[config.mk]
export PLATFORM = sky130hd
export DESIGN_NAME = conv_controller
export DESIGN_NICKNAME = d
export VERILOG_FILES = /design/src/rtl/conv_controller_pkg.sv /design/src/rtl/conv_controller_load_beat_timer.sv /design/src/rtl/conv_controller.sv
export SDC_FILE = /design/constraint.sdc
export NUM_CORES = 1
export LEC_CHECK = 0
export CORE_MARGIN = 2
export CORE_UTILIZATION = 43
export DETAILED_ROUTE_END_ITERATION = 6
export HOLD_SLACK_MARGIN = 0.03
export PLACE_DENSITY = 0.83
export SLEW_MARGIN = 10
export SYNTH_ARGS = -nofsm -noshare
export SYNTH_HDL_FRONTEND = slang
export SYNTH_SLANG_ARGS = --single-unit
[constraint.sdc]
create_clock -name clk -period 1.8 [get_ports clk]
set_clock_uncertainty 0.2 [all_clocks]
set_input_delay 0.36 -clock clk [delete_from_list [all_inputs] [get_ports clk]]
set_output_delay 0.36 -clock clk [all_outputs]
set_load 0.005 [all_outputs]
[src/rtl/conv_controller_pkg.sv]
// Shared types and encodings for the convolution sequencer.
// Holds the state/phase enums, the select encodings and the state-to-control decode.
package conv_controller_pkg;

    typedef enum logic [3:0] {
        S_IDLE,
        S_LD_FILT,
        S_LD_IMG,
        S_SLICE,
        S_MAC,
        S_STORE,
        S_WRITE,
        S_NEXT_ROW,
        S_DONE
    } state_t;

    typedef enum logic {
        PH_ADDR,
        PH_WR
    } phase_t;

    localparam logic [1:0] OFS_FILT = 2'd0;
    localparam logic [1:0] OFS_IMG  = 2'd1;
    localparam logic [1:0] OFS_OUT  = 2'd2;

    localparam logic ADR_FILT = 1'b0;
    localparam logic ADR_IMG  = 1'b1;

    typedef struct packed {
        logic       busy;
        logic       done;
        logic       inc_en;
        logic       adr_sel;
        logic [1:0] mem_offset_sel;
        logic       cntr4_filter_en;
        logic       filter_wr_en;
        logic       cntr16_img_en;
        logic       img_wr_en;
        logic       row_cntr_en;
        logic       img_slice_en;
        logic       col_cntr_en;
        logic       cntr16_en;
        logic       acc_en;
        logic       rst_acc;
        logic       res_buffer_en;
        logic       cntr_reg4_en;
        logic       rst_res_reg;
        logic       mem_en;
        logic       wr_file;
        logic       cntr43_en;
        logic       cntr13_en;
    } ctrl_t;

    // Moore decode: every field not named for a state stays 0, including unused selects.
    function automatic ctrl_t ctrl_decode(input state_t s, input phase_t p);
        ctrl_t c;
        c      = '0;
        c.busy = (s != S_IDLE);
        case (s)
            S_LD_FILT: begin
                c.adr_sel         = ADR_FILT;
                c.mem_offset_sel  = OFS_FILT;
                c.filter_wr_en    = (p == PH_WR);
                c.cntr4_filter_en = (p == PH_WR);
            end
            S_LD_IMG: begin
                c.adr_sel        = ADR_IMG;
                c.mem_offset_sel = OFS_IMG;
                c.img_wr_en      = (p == PH_WR);
                c.cntr16_img_en  = (p == PH_WR);
            end
            S_SLICE: begin
                c.img_slice_en = 1'b1;
                c.row_cntr_en  = 1'b1;
            end
            S_MAC: begin
                c.cntr16_en = 1'b1;
                c.acc_en    = 1'b1;
            end
            S_STORE: begin
                c.res_buffer_en = 1'b1;
                c.cntr_reg4_en  = 1'b1;
                c.col_cntr_en   = 1'b1;
                c.rst_acc       = 1'b1;
            end
            S_WRITE: begin
                c.mem_offset_sel = OFS_OUT;
                c.mem_en         = 1'b1;
                c.wr_file        = 1'b1;
                c.cntr43_en      = 1'b1;
                c.rst_res_reg    = 1'b1;
            end
            S_NEXT_ROW: begin
                c.inc_en    = 1'b1;
                c.cntr13_en = 1'b1;
            end
            S_DONE: c.done = 1'b1;
            default: ;
        endcase
        return c;
    endfunction

endpackage

[src/rtl/conv_controller_load_beat_timer.sv]
// Counts the address phase of a memory load beat.
// Latency: expire rises in the MEM_LAT-th consecutive cycle of run; no backpressure.
// Counter idles at 0 whenever run is low, so each beat starts a fresh count.
module load_beat_timer #(
    parameter int MEM_LAT = 1
) (
    input  logic clk,
    input  logic rst,
    input  logic run,
    output logic expire
);
    localparam int W = (MEM_LAT > 1) ? $clog2(MEM_LAT) : 1;
    localparam logic [W-1:0] LAST = W'(MEM_LAT - 1);

    logic [W-1:0] cnt;

    assign expire = run && (cnt == LAST);

    always_ff @(posedge clk) begin
        if (rst) begin
            cnt <= '0;
        end else if (!run || expire) begin
            cnt <= '0;
        end else begin
            cnt <= cnt + W'(1);
        end
    end
endmodule

[src/rtl/conv_controller.sv]
// Sequencing FSM for the convolution datapath: filter load, image load, slice/MAC/store/write per column.
// Latency: outputs registered from next state; a load beat is MEM_LAT+1 cycles.
// Backpressure: none; progress is paced only by the datapath carry-outs, start is ignored while busy.
module conv_controller
    import conv_controller_pkg::*;
#(
    parameter int MEM_LAT = 1
) (
    input  logic       clk,
    input  logic       rst,
    input  logic       start,
    input  logic       co_cntr4_filter,
    input  logic       co_cntr_filters,
    input  logic       co_cntr16_img,
    input  logic       co_row_cntr,
    input  logic       co_cntr16,
    input  logic       co_cntr_reg4,
    input  logic       co_col_cntr,
    input  logic       co_cntr13,
    output logic       busy,
    output logic       done,
    output logic       inc_ld,
    output logic       inc_en,
    output logic       adr_sel,
    output logic [1:0] mem_offset_sel,
    output logic       cntr4_filter_en,
    output logic       cntr_filters_en,
    output logic       filter_wr_en,
    output logic       cntr16_img_en,
    output logic       img_wr_en,
    output logic       row_cntr_en,
    output logic       img_slice_en,
    output logic       col_cntr_en,
    output logic       cntr16_en,
    output logic       acc_en,
    output logic       rst_acc,
    output logic       res_buffer_en,
    output logic       cntr_reg4_en,
    output logic       rst_res_reg,
    output logic       mem_en,
    output logic       wr_file,
    output logic       cntr43_en,
    output logic       cntr13_en
);
    state_t state, state_nxt;
    phase_t phase, phase_nxt;
    ctrl_t  ctrl;
    logic   last_col;
    logic   inc_ld_q;
    logic   addr_run;
    logic   beat_rdy;

    assign addr_run = (phase == PH_ADDR) && ((state == S_LD_FILT) || (state == S_LD_IMG));

    load_beat_timer #(.MEM_LAT(MEM_LAT)) u_load_beat_timer (
        .clk    (clk),
        .rst    (rst),
        .run    (addr_run),
        .expire (beat_rdy)
    );

    always_comb begin
        state_nxt = state;
        phase_nxt = PH_ADDR;
        case (state)
            S_IDLE:     if (start) state_nxt = S_LD_FILT;
            S_LD_FILT: begin
                if (phase == PH_ADDR) phase_nxt = beat_rdy ? PH_WR : PH_ADDR;
                else if (co_cntr4_filter && co_cntr_filters) state_nxt = S_LD_IMG;
            end
            S_LD_IMG: begin
                if (phase == PH_ADDR) phase_nxt = beat_rdy ? PH_WR : PH_ADDR;
                else if (co_cntr16_img) state_nxt = S_SLICE;
            end
            S_SLICE:    if (co_row_cntr) state_nxt = S_MAC;
            S_MAC:      if (co_cntr16) state_nxt = S_STORE;
            S_STORE:    state_nxt = (co_cntr_reg4 || co_col_cntr) ? S_WRITE : S_SLICE;
            S_WRITE:    state_nxt = last_col ? S_NEXT_ROW : S_SLICE;
            // Filters stay resident across rows; only the image tile is reloaded.
            S_NEXT_ROW: state_nxt = co_cntr13 ? S_DONE : S_LD_IMG;
            S_DONE:     state_nxt = S_IDLE;
            default:    state_nxt = S_IDLE;
        endcase
    end

    always_ff @(posedge clk) begin
        if (rst) begin
            state    <= S_IDLE;
            phase    <= PH_ADDR;
            last_col <= 1'b0;
            ctrl     <= '0;
            inc_ld_q <= 1'b0;
        end else begin
            state    <= state_nxt;
            phase    <= phase_nxt;
            ctrl     <= ctrl_decode(state_nxt, phase_nxt);
            inc_ld_q <= (state == S_IDLE) && start;
            if (state == S_STORE)         last_col <= co_col_cntr;
            else if (state == S_NEXT_ROW) last_col <= 1'b0;
        end
    end

    assign busy            = ctrl.busy;
    assign done            = ctrl.done;
    assign inc_ld          = inc_ld_q;
    assign inc_en          = ctrl.inc_en;
    assign adr_sel         = ctrl.adr_sel;
    assign mem_offset_sel  = ctrl.mem_offset_sel;
    assign cntr4_filter_en = ctrl.cntr4_filter_en;
    assign cntr_filters_en = ctrl.filter_wr_en & co_cntr4_filter;
    assign filter_wr_en    = ctrl.filter_wr_en;
    assign cntr16_img_en   = ctrl.cntr16_img_en;
    assign img_wr_en       = ctrl.img_wr_en;
    assign row_cntr_en     = ctrl.row_cntr_en;
    assign img_slice_en    = ctrl.img_slice_en;
    assign col_cntr_en     = ctrl.col_cntr_en;
    assign cntr16_en       = ctrl.cntr16_en;
    assign acc_en          = ctrl.acc_en;
    assign rst_acc         = ctrl.rst_acc;
    assign res_buffer_en   = ctrl.res_buffer_en;
    assign cntr_reg4_en    = ctrl.cntr_reg4_en;
    assign rst_res_reg     = ctrl.rst_res_reg;
    assign mem_en          = ctrl.mem_en;
    assign wr_file         = ctrl.wr_file;
    assign cntr43_en       = ctrl.cntr43_en;
    assign cntr13_en       = ctrl.cntr13_en;
endmodule

==> results.py, run 1 <==
metrics = {
    "worst_setup_path": {
        "crit_slowest_cell": "dfxtp_2",
        "crit_family": "compound AO/OA/AOI/OAI gates",
        "setup.worst_path.start_class": "register",
        "worst-path-max-fanout": 10,
        "worstPathArrival_ns": 1.77,
        "crit_path_cell_trace": "buf_4 > nor2b_1 > a32oi_2 > o2111ai_4 > nor4_2",
        "slowest_delay_ns": 0.39,
        "required_ns": 1.81,
        "worstSetupPathType": "reg2reg",
        "end_kind": "register",
        "path_buf_inv": 1,
    },
    "timing": {
        "worstMarginPinSlew_ns": 0.651,
        "slew-limit-headroom": 0.565,
        "rsz0062_at_grt": "yes",
        "final_max_slew_viol_count": 0,
        "finalCriticalPeriod_ns": 1.76,
        "setup_viol": 0,
        "max_clock_freq_mhz": 568,
        "finalHoldViolations": 0,
        "period_share": 0.978,
        "setup_slack_ns": 0.0401,
        "fin_hold_ws_ns": 0.265,
    },
    "cts": {
        "cts.clk_slew.worst_paths_ns": 0.11,
        "tritoncts": "done",
        "htreeDepth": 1,
        "clock_path_buffers": 2,
        "root_buffer": "clkbuf_4",
        "numClockSinks": 20,
        "clock_latency_ns": 0.29,
        "postCtsHoldBufs": 0,
        "cts_buffers": 3,
    },
    "logic_synthesis": {
        "ys_ff_latch": 20,
        "yosysWarnings": 0,
        "ys_seq_area_frac": 0.405,
        "syn_area_per_cell_um2": 10.1,
        "ys_types": 36,
        "synth_top_cells_by_area": "dfxtp_1 41%, buf_4 9.1%, nor2_1 3.8%, buf_6 3.4%, a32oi_2 3.3%",
        "synth_top_area_cell": "dfxtp_1",
        "synth_top_area_frac": 0.405,
        "syn-num-nets": 109,
        "netlist_area_um2": 988,
        "syn_inst": 98,
    },
    "floorplan": {
        "die_y_um": 51.9,
        "start_util": 0.451,
        "die_w_um": 51.9,
        "ios": 36,
        "num_rows": 17,
        "coreArea_um2": 2190,
        "dieArea_um2": 2700,
    },
    "global_route": {
        "antenna_found_initial": 0,
        "grt-ovfl-total": 0,
        "grt_pass1_wl_um": 3360,
        "grt.total_usage": 0.166,
        "grt_pass1_vias": 727,
        "grt_max_degree": 17,
    },
    "power_and_ir_drop": {
        "p_leak_nw": 0.485,
        "fin_total_pwr_uw": 931,
        "max-vdd-ir-drop_mv": 0.613,
        "power_per_cell_area_nw_per_um2": 672,
    },
    "final_layout": {
        "area_growth_pct": 40.1,
        "n_antenna_cell": 0,
        "regMostFlops": "state",
        "nNetsFinal": 138,
        "fin_cells": 154,
        "largest_register_ffs": 4,
        "drive_gt1_frac": 0.254,
    },
    "routing": {
        "dr.pass1.iters": 4,
        "ant_nets": 0,
        "vias_per_cell": 5.32,
        "vias": 819,
        "wl_per_cell_um": 13.9,
        "totalWireLength_um": 2140,
        "drc_errors": 0,
        "first_iter_violations": 13,
    },
    "place": {
        "dp_cells": 150,
        "port_buffers": 35,
        "detailedPlace.worstSlack_ns": -0.270,
        "gp_routability_congestion": 0.837,
        "dpl.hpwl_um": 1610,
    },
    "hold_path": {
        "hold_path_class": "reg2reg",
    },
    "status": {
        "status": "finished, final reports clean",
    },
    "flow_run": {
        "drv_cap": 0,
    },
}
## cell usage after synthesis
master	number
nand2_1	4
a31oi_1	1
nand3_1	4
o32a_1	2
nand2b_4	1
xor2_1	1
nor4_4	1
nor2_1	10
o21ai_1	1
a32oi_2	2
or2_2	1
and2_1	2
a2bb2oi_2	1
or3_4	1
a21boi_1	1
nor3_1	3
clkbuf_1	1
nor4bb_4	1
a21oi_1	2
buf_6	3
nor4_2	2
o2111ai_2	1
nor4_1	5
a32oi_1	1
a41oi_1	1
nor2b_1	3
o2111a_4	1
buf_2	1
buf_1	1
inv_1	2
buf_4	12
nand2b_1	2
dfxtp_1	20
nand4b_1	1
o32ai_1	1
conb_1	1
## area by class of cell
| type | count | area, um^2 |
|---|---|---|
| timing repair buffer | 42 | 413 |
| tap | 28 | 35.0 |
| clock buffer | 3 | 22.5 |
| sequential | 20 | 408 |
| multi-input combinational | 58 | 469 |
| clock inverter | 1 | 30.0 |
| fill | 174 | 806 |
| inverter | 2 | 7.51 |
## worst paths after layout
kind              slack, ns     start  cells past startpoint                end
hold / removal         0.26  last_col                      2           last_col
setup / recovery       0.04  state[0]                      5  mem_offset_sel[1]
hold reg to reg        0.26  last_col                      2           last_col
setup reg to reg       0.04  state[0]                      5  mem_offset_sel[1]
## cells in the final DEF (no fill, tap or decap), drive strengths merged, types with 2 or more instances in the layout
cell and n:
dfxtp 20, buf 7, nand2b 3, o32a 2
nor4 8, dlygate4sd2 2, a21oi 2, inv 2
and2 2, nor2 10, a32oi 3, clkbuf 3
nand2 4, nand3 4, nor2b 3, nor3 3
clkdlybuf4s50 33
## per-stage QoR
stage	TNS, ns	utilization	area [um^2]
after global routing	-0.134	0.632	1390
after CTS	-0.00506	0.622	1360
after floorplan	0	-	988
after global placement	-2.27	0.595	1300
after detailed placement	-2.71	0.595	1300
final	0	0.632	1390
## layer usage
layer | vias up | global-route usage | wire, um
li1 | 393 | - | -
met1 | 380 | 0.199 | 852
met2 | 40 | 0.287 | 1070
met3 | 6 | 0.0259 | 156
met4 | 0 | 0.0789 | 63
met5 | - | 0 | 0
## where the power goes
| group | internal (mW) | leakage (nW) | total (mW) | switching (mW) |
|---|---|---|---|---|
| sequential | 0.452 | 0.165 | 0.460 | 0.00863 |
| combinational | 0.0621 | 0.292 | 0.113 | 0.0508 |
| clock | 0.225 | 0.0279 | 0.357 | 0.132 |
## worst min-delay path, stage by stage, from the launching register on
cell and delay [ns]:
dfxtp_1 0.33, nand2_1 0.05, a21oi_1 0.05
## what timing repair did
action                                  CTS  global route
gates resized for setup                   6             6
endpoints found under the setup margin    7            17
cloned                                    0             0
setup buffers                             0             0
pin swaps                                 0             0
## kinds of logic after synthesis
logic type / synth area share
AOI/OAI and AO/OA: 0.159
xor gates and xnor gates: 0.00886
buffers and inverters: 0.146
DFF: 0.405
other: 0.00379
and+or+nand+nor: 0.277
No activity file was read; power rests on OpenSTA's default activity.
==> run 2: changes to the inputs <==
--- a/config.mk
+++ b/config.mk
@@ -9,6 +9,7 @@
 export CORE_UTILIZATION = 43
 export DETAILED_ROUTE_END_ITERATION = 6
 export HOLD_SLACK_MARGIN = 0.03
+export MAX_ROUTING_LAYER = met4
 export PLACE_DENSITY = 0.83
 export SLEW_MARGIN = 10
 export SYNTH_ARGS = -nofsm -noshare
==> run 2 against run 1 <==
Effect of this change: via count up 0.24%; fmax down 1.2%; global-route usage up 0.25 points; register-to-register slack worse by 0.02 ns; first-iteration DRC count unchanged; flip-flop and latch count unchanged; final area up 4.6%; highest routed layer unchanged.
==> results.py, run 2 (same netlist as run 1, synthesis figures left out) <==
metrics = {
    "place": {
        "gp_routability_congestion": 0.849,
        "dpl.hpwl_um": 1580,
        "dp_cells": 150,
        "port_buffers": 35,
        "place_area_um2": 1300,
    },
    "global_route": {
        "grt_pass1_vias": 745,
        "grt_util_met3": 0.0287,
        "grt_pass1_wl_um": 3340,
        "grt_util_met1": 0.204,
        "grt_most_used_layer": "met2",
        "grt_max_degree": 17,
        "grt_use_met2": 0.285,
        "grt.total_usage": 0.168,
        "antenna_found_initial": 0,
        "grt-ovfl-total": 0,
    },
    "status": {
        "status": "finished, final reports clean",
    },
    "worst_setup_path": {
        "required_ns": 1.80,
        "worstSetupPathType": "reg2reg",
        "worst-path-max-fanout": 8,
        "r2r_slack_ns": 0.02,
        "setup.worst_path.start_class": "register",
        "timing.rr.start": "state[0]",
        "worstPathArrival_ns": 1.78,
        "reg2reg_to": "mem_offset_sel[0]",
        "r2r_cells": 5,
        "setup.worst_path.start": "state[0]",
        "end_kind": "register",
        "crit_path_end": "mem_offset_sel[0]",
    },
    "timing": {
        "finalHoldViolations": 0,
        "worstMarginPinSlew_ns": 0.699,
        "finalCriticalPeriod_ns": 1.78,
        "setup_viol": 0,
        "slew-limit-headroom": 0.532,
        "period_share": 0.990,
        "max_clock_freq_mhz": 561,
        "final_max_slew_viol_count": 0,
        "rsz0062_at_grt": "yes",
    },
    "cts": {
        "htreeDepth": 1,
        "clock_path_buffers": 2,
        "postCtsHoldBufs": 0,
        "cts.clk_slew.worst_paths_ns": 0.11,
        "tritoncts": "done",
        "cts_buffers": 3,
        "clock_latency_ns": 0.29,
        "root_buffer": "clkbuf_4",
        "numClockSinks": 20,
    },
    "power_and_ir_drop": {
        "max-vdd-ir-drop_mv": 0.561,
        "power_per_cell_area_nw_per_um2": 644,
        "p_leak_nw": 0.513,
    },
    "floorplan": {
        "die_w_um": 51.9,
        "dieArea_um2": 2700,
        "ios": 36,
        "die_y_um": 51.9,
        "coreArea_um2": 2190,
        "num_rows": 17,
        "start_util": 0.451,
    },
    "routing": {
        "vias_per_cell": 5.26,
        "ant_nets": 0,
        "dr.pass1.iters": 5,
        "first_iter_violations": 13,
        "wl_per_cell_um": 13.4,
        "vias": 821,
        "totalWireLength_um": 2100,
        "drc_errors": 0,
    },
    "flow_run": {
        "drv_cap": 0,
    },
    "final_layout": {
        "fin_cells": 156,
        "drive_gt1_frac": 0.320,
        "final_cell_mix": "32 x clkdlybuf4s50_1, 13 x dfxtp_1, 10 x nor2_1, 7 x nor4_2, 7 x buf_4",
        "final_common_cell": "clkdlybuf4s50_1",
        "nNetsFinal": 140,
        "largest_register_ffs": 4,
        "regMostFlops": "state",
        "postLayoutCellArea_um2": 1450,
        "n_antenna_cell": 0,
        "area_growth_pct": 46.6,
    },
    "hold_path": {
        "hold_path_class": "reg2reg",
    },
}
## run 2: cell count changes in the layout (fill, tap and decap cells not counted), sizes merged
cell / change
clkdlybuf4s50: -1
buf: +2
dlymetal6s2s: +1
## run 2: layer usage
metal  up-vias  wire length, um
met1       381              862
met2        38             1080
met5         -                0
li1        400                -
met3         2              129
met4         0               23
## run 2: final cells by class
type | instances | area [um^2]
clock inverters | 1 | 30.0
repair buffers | 44 | 434
flip-flops and latches | 20 | 417
well taps | 28 | 35.0
multi-input cells | 58 | 503
fillers | 156 | 742
inverters | 2 | 7.51
clock buffers | 3 | 22.5
## run 2: per-stage QoR
| stage | hold WS [ns] | utilization | setup TNS, ns | setup WS, ns | total power [mW] |
|---|---|---|---|---|---|
| 2_1_floorplan | 0.232 | - | 0 | 0.220 | 0.523 |
| 3_3_place_gp | 0.246 | 0.595 | -2.34 | -0.244 | 0.574 |
| 3_5_place_dp | 0.248 | 0.595 | -2.90 | -0.307 | 0.576 |
| 4_1_cts | 0.263 | 0.623 | 0 | 0.0178 | 0.927 |
| 5_1_grt | 0.305 | 0.661 | -0.0358 | -0.0358 | 0.985 |
| 6_report | 0.264 | 0.661 | 0 | 0.0181 | 0.933 |
## run 2: worst min-delay path by stage
stage	endpoint	cells past startpoint	from	slack (ns)
after floorplan	last_col	2	last_col	0.23
after global placement	last_col	2	last_col	0.25
after detailed placement	last_col	2	last_col	0.25
after CTS	last_col	2	last_col	0.26
after global routing	last_col	2	last_col	0.31
final	last_col	2	last_col	0.26
## run 2: worst max-delay path: stages (launching register included)
cell and delay, ns:
dfxtp_4 0.39, buf_6 0.12, nor2b_4 0.11, a32oi_2 0.29, o2111ai_4 0.24, nor4_2 0.34
## run 2: where the power goes
| group | internal [mW] | switching [mW] | leakage (nW) | total [mW] |
|---|---|---|---|---|
| logic | 0.0704 | 0.0542 | 0.319 | 0.125 |
| registers | 0.448 | 0.00845 | 0.167 | 0.457 |
| clock network | 0.225 | 0.127 | 0.0279 | 0.351 |
| total | 0.744 | 0.189 | 0.513 | 0.933 |
## run 2: what timing repair did
action	4_1_cts	5_1_grt
setup endpoints to repair	8	14
cloned	0	0
pin swaps	0	5
buffers inserted	0	2
gates resized for setup	7	18
==> run 3: changes to the inputs <==
--- a/config.mk
+++ b/config.mk
@@ -15,3 +15,4 @@
 export SYNTH_ARGS = -nofsm -noshare
 export SYNTH_HDL_FRONTEND = slang
 export SYNTH_SLANG_ARGS = --single-unit
+export TNS_END_PERCENT = 50
==> results of run 3 <==
The final DEF is identical to that of run 2; final timing and power are the same.
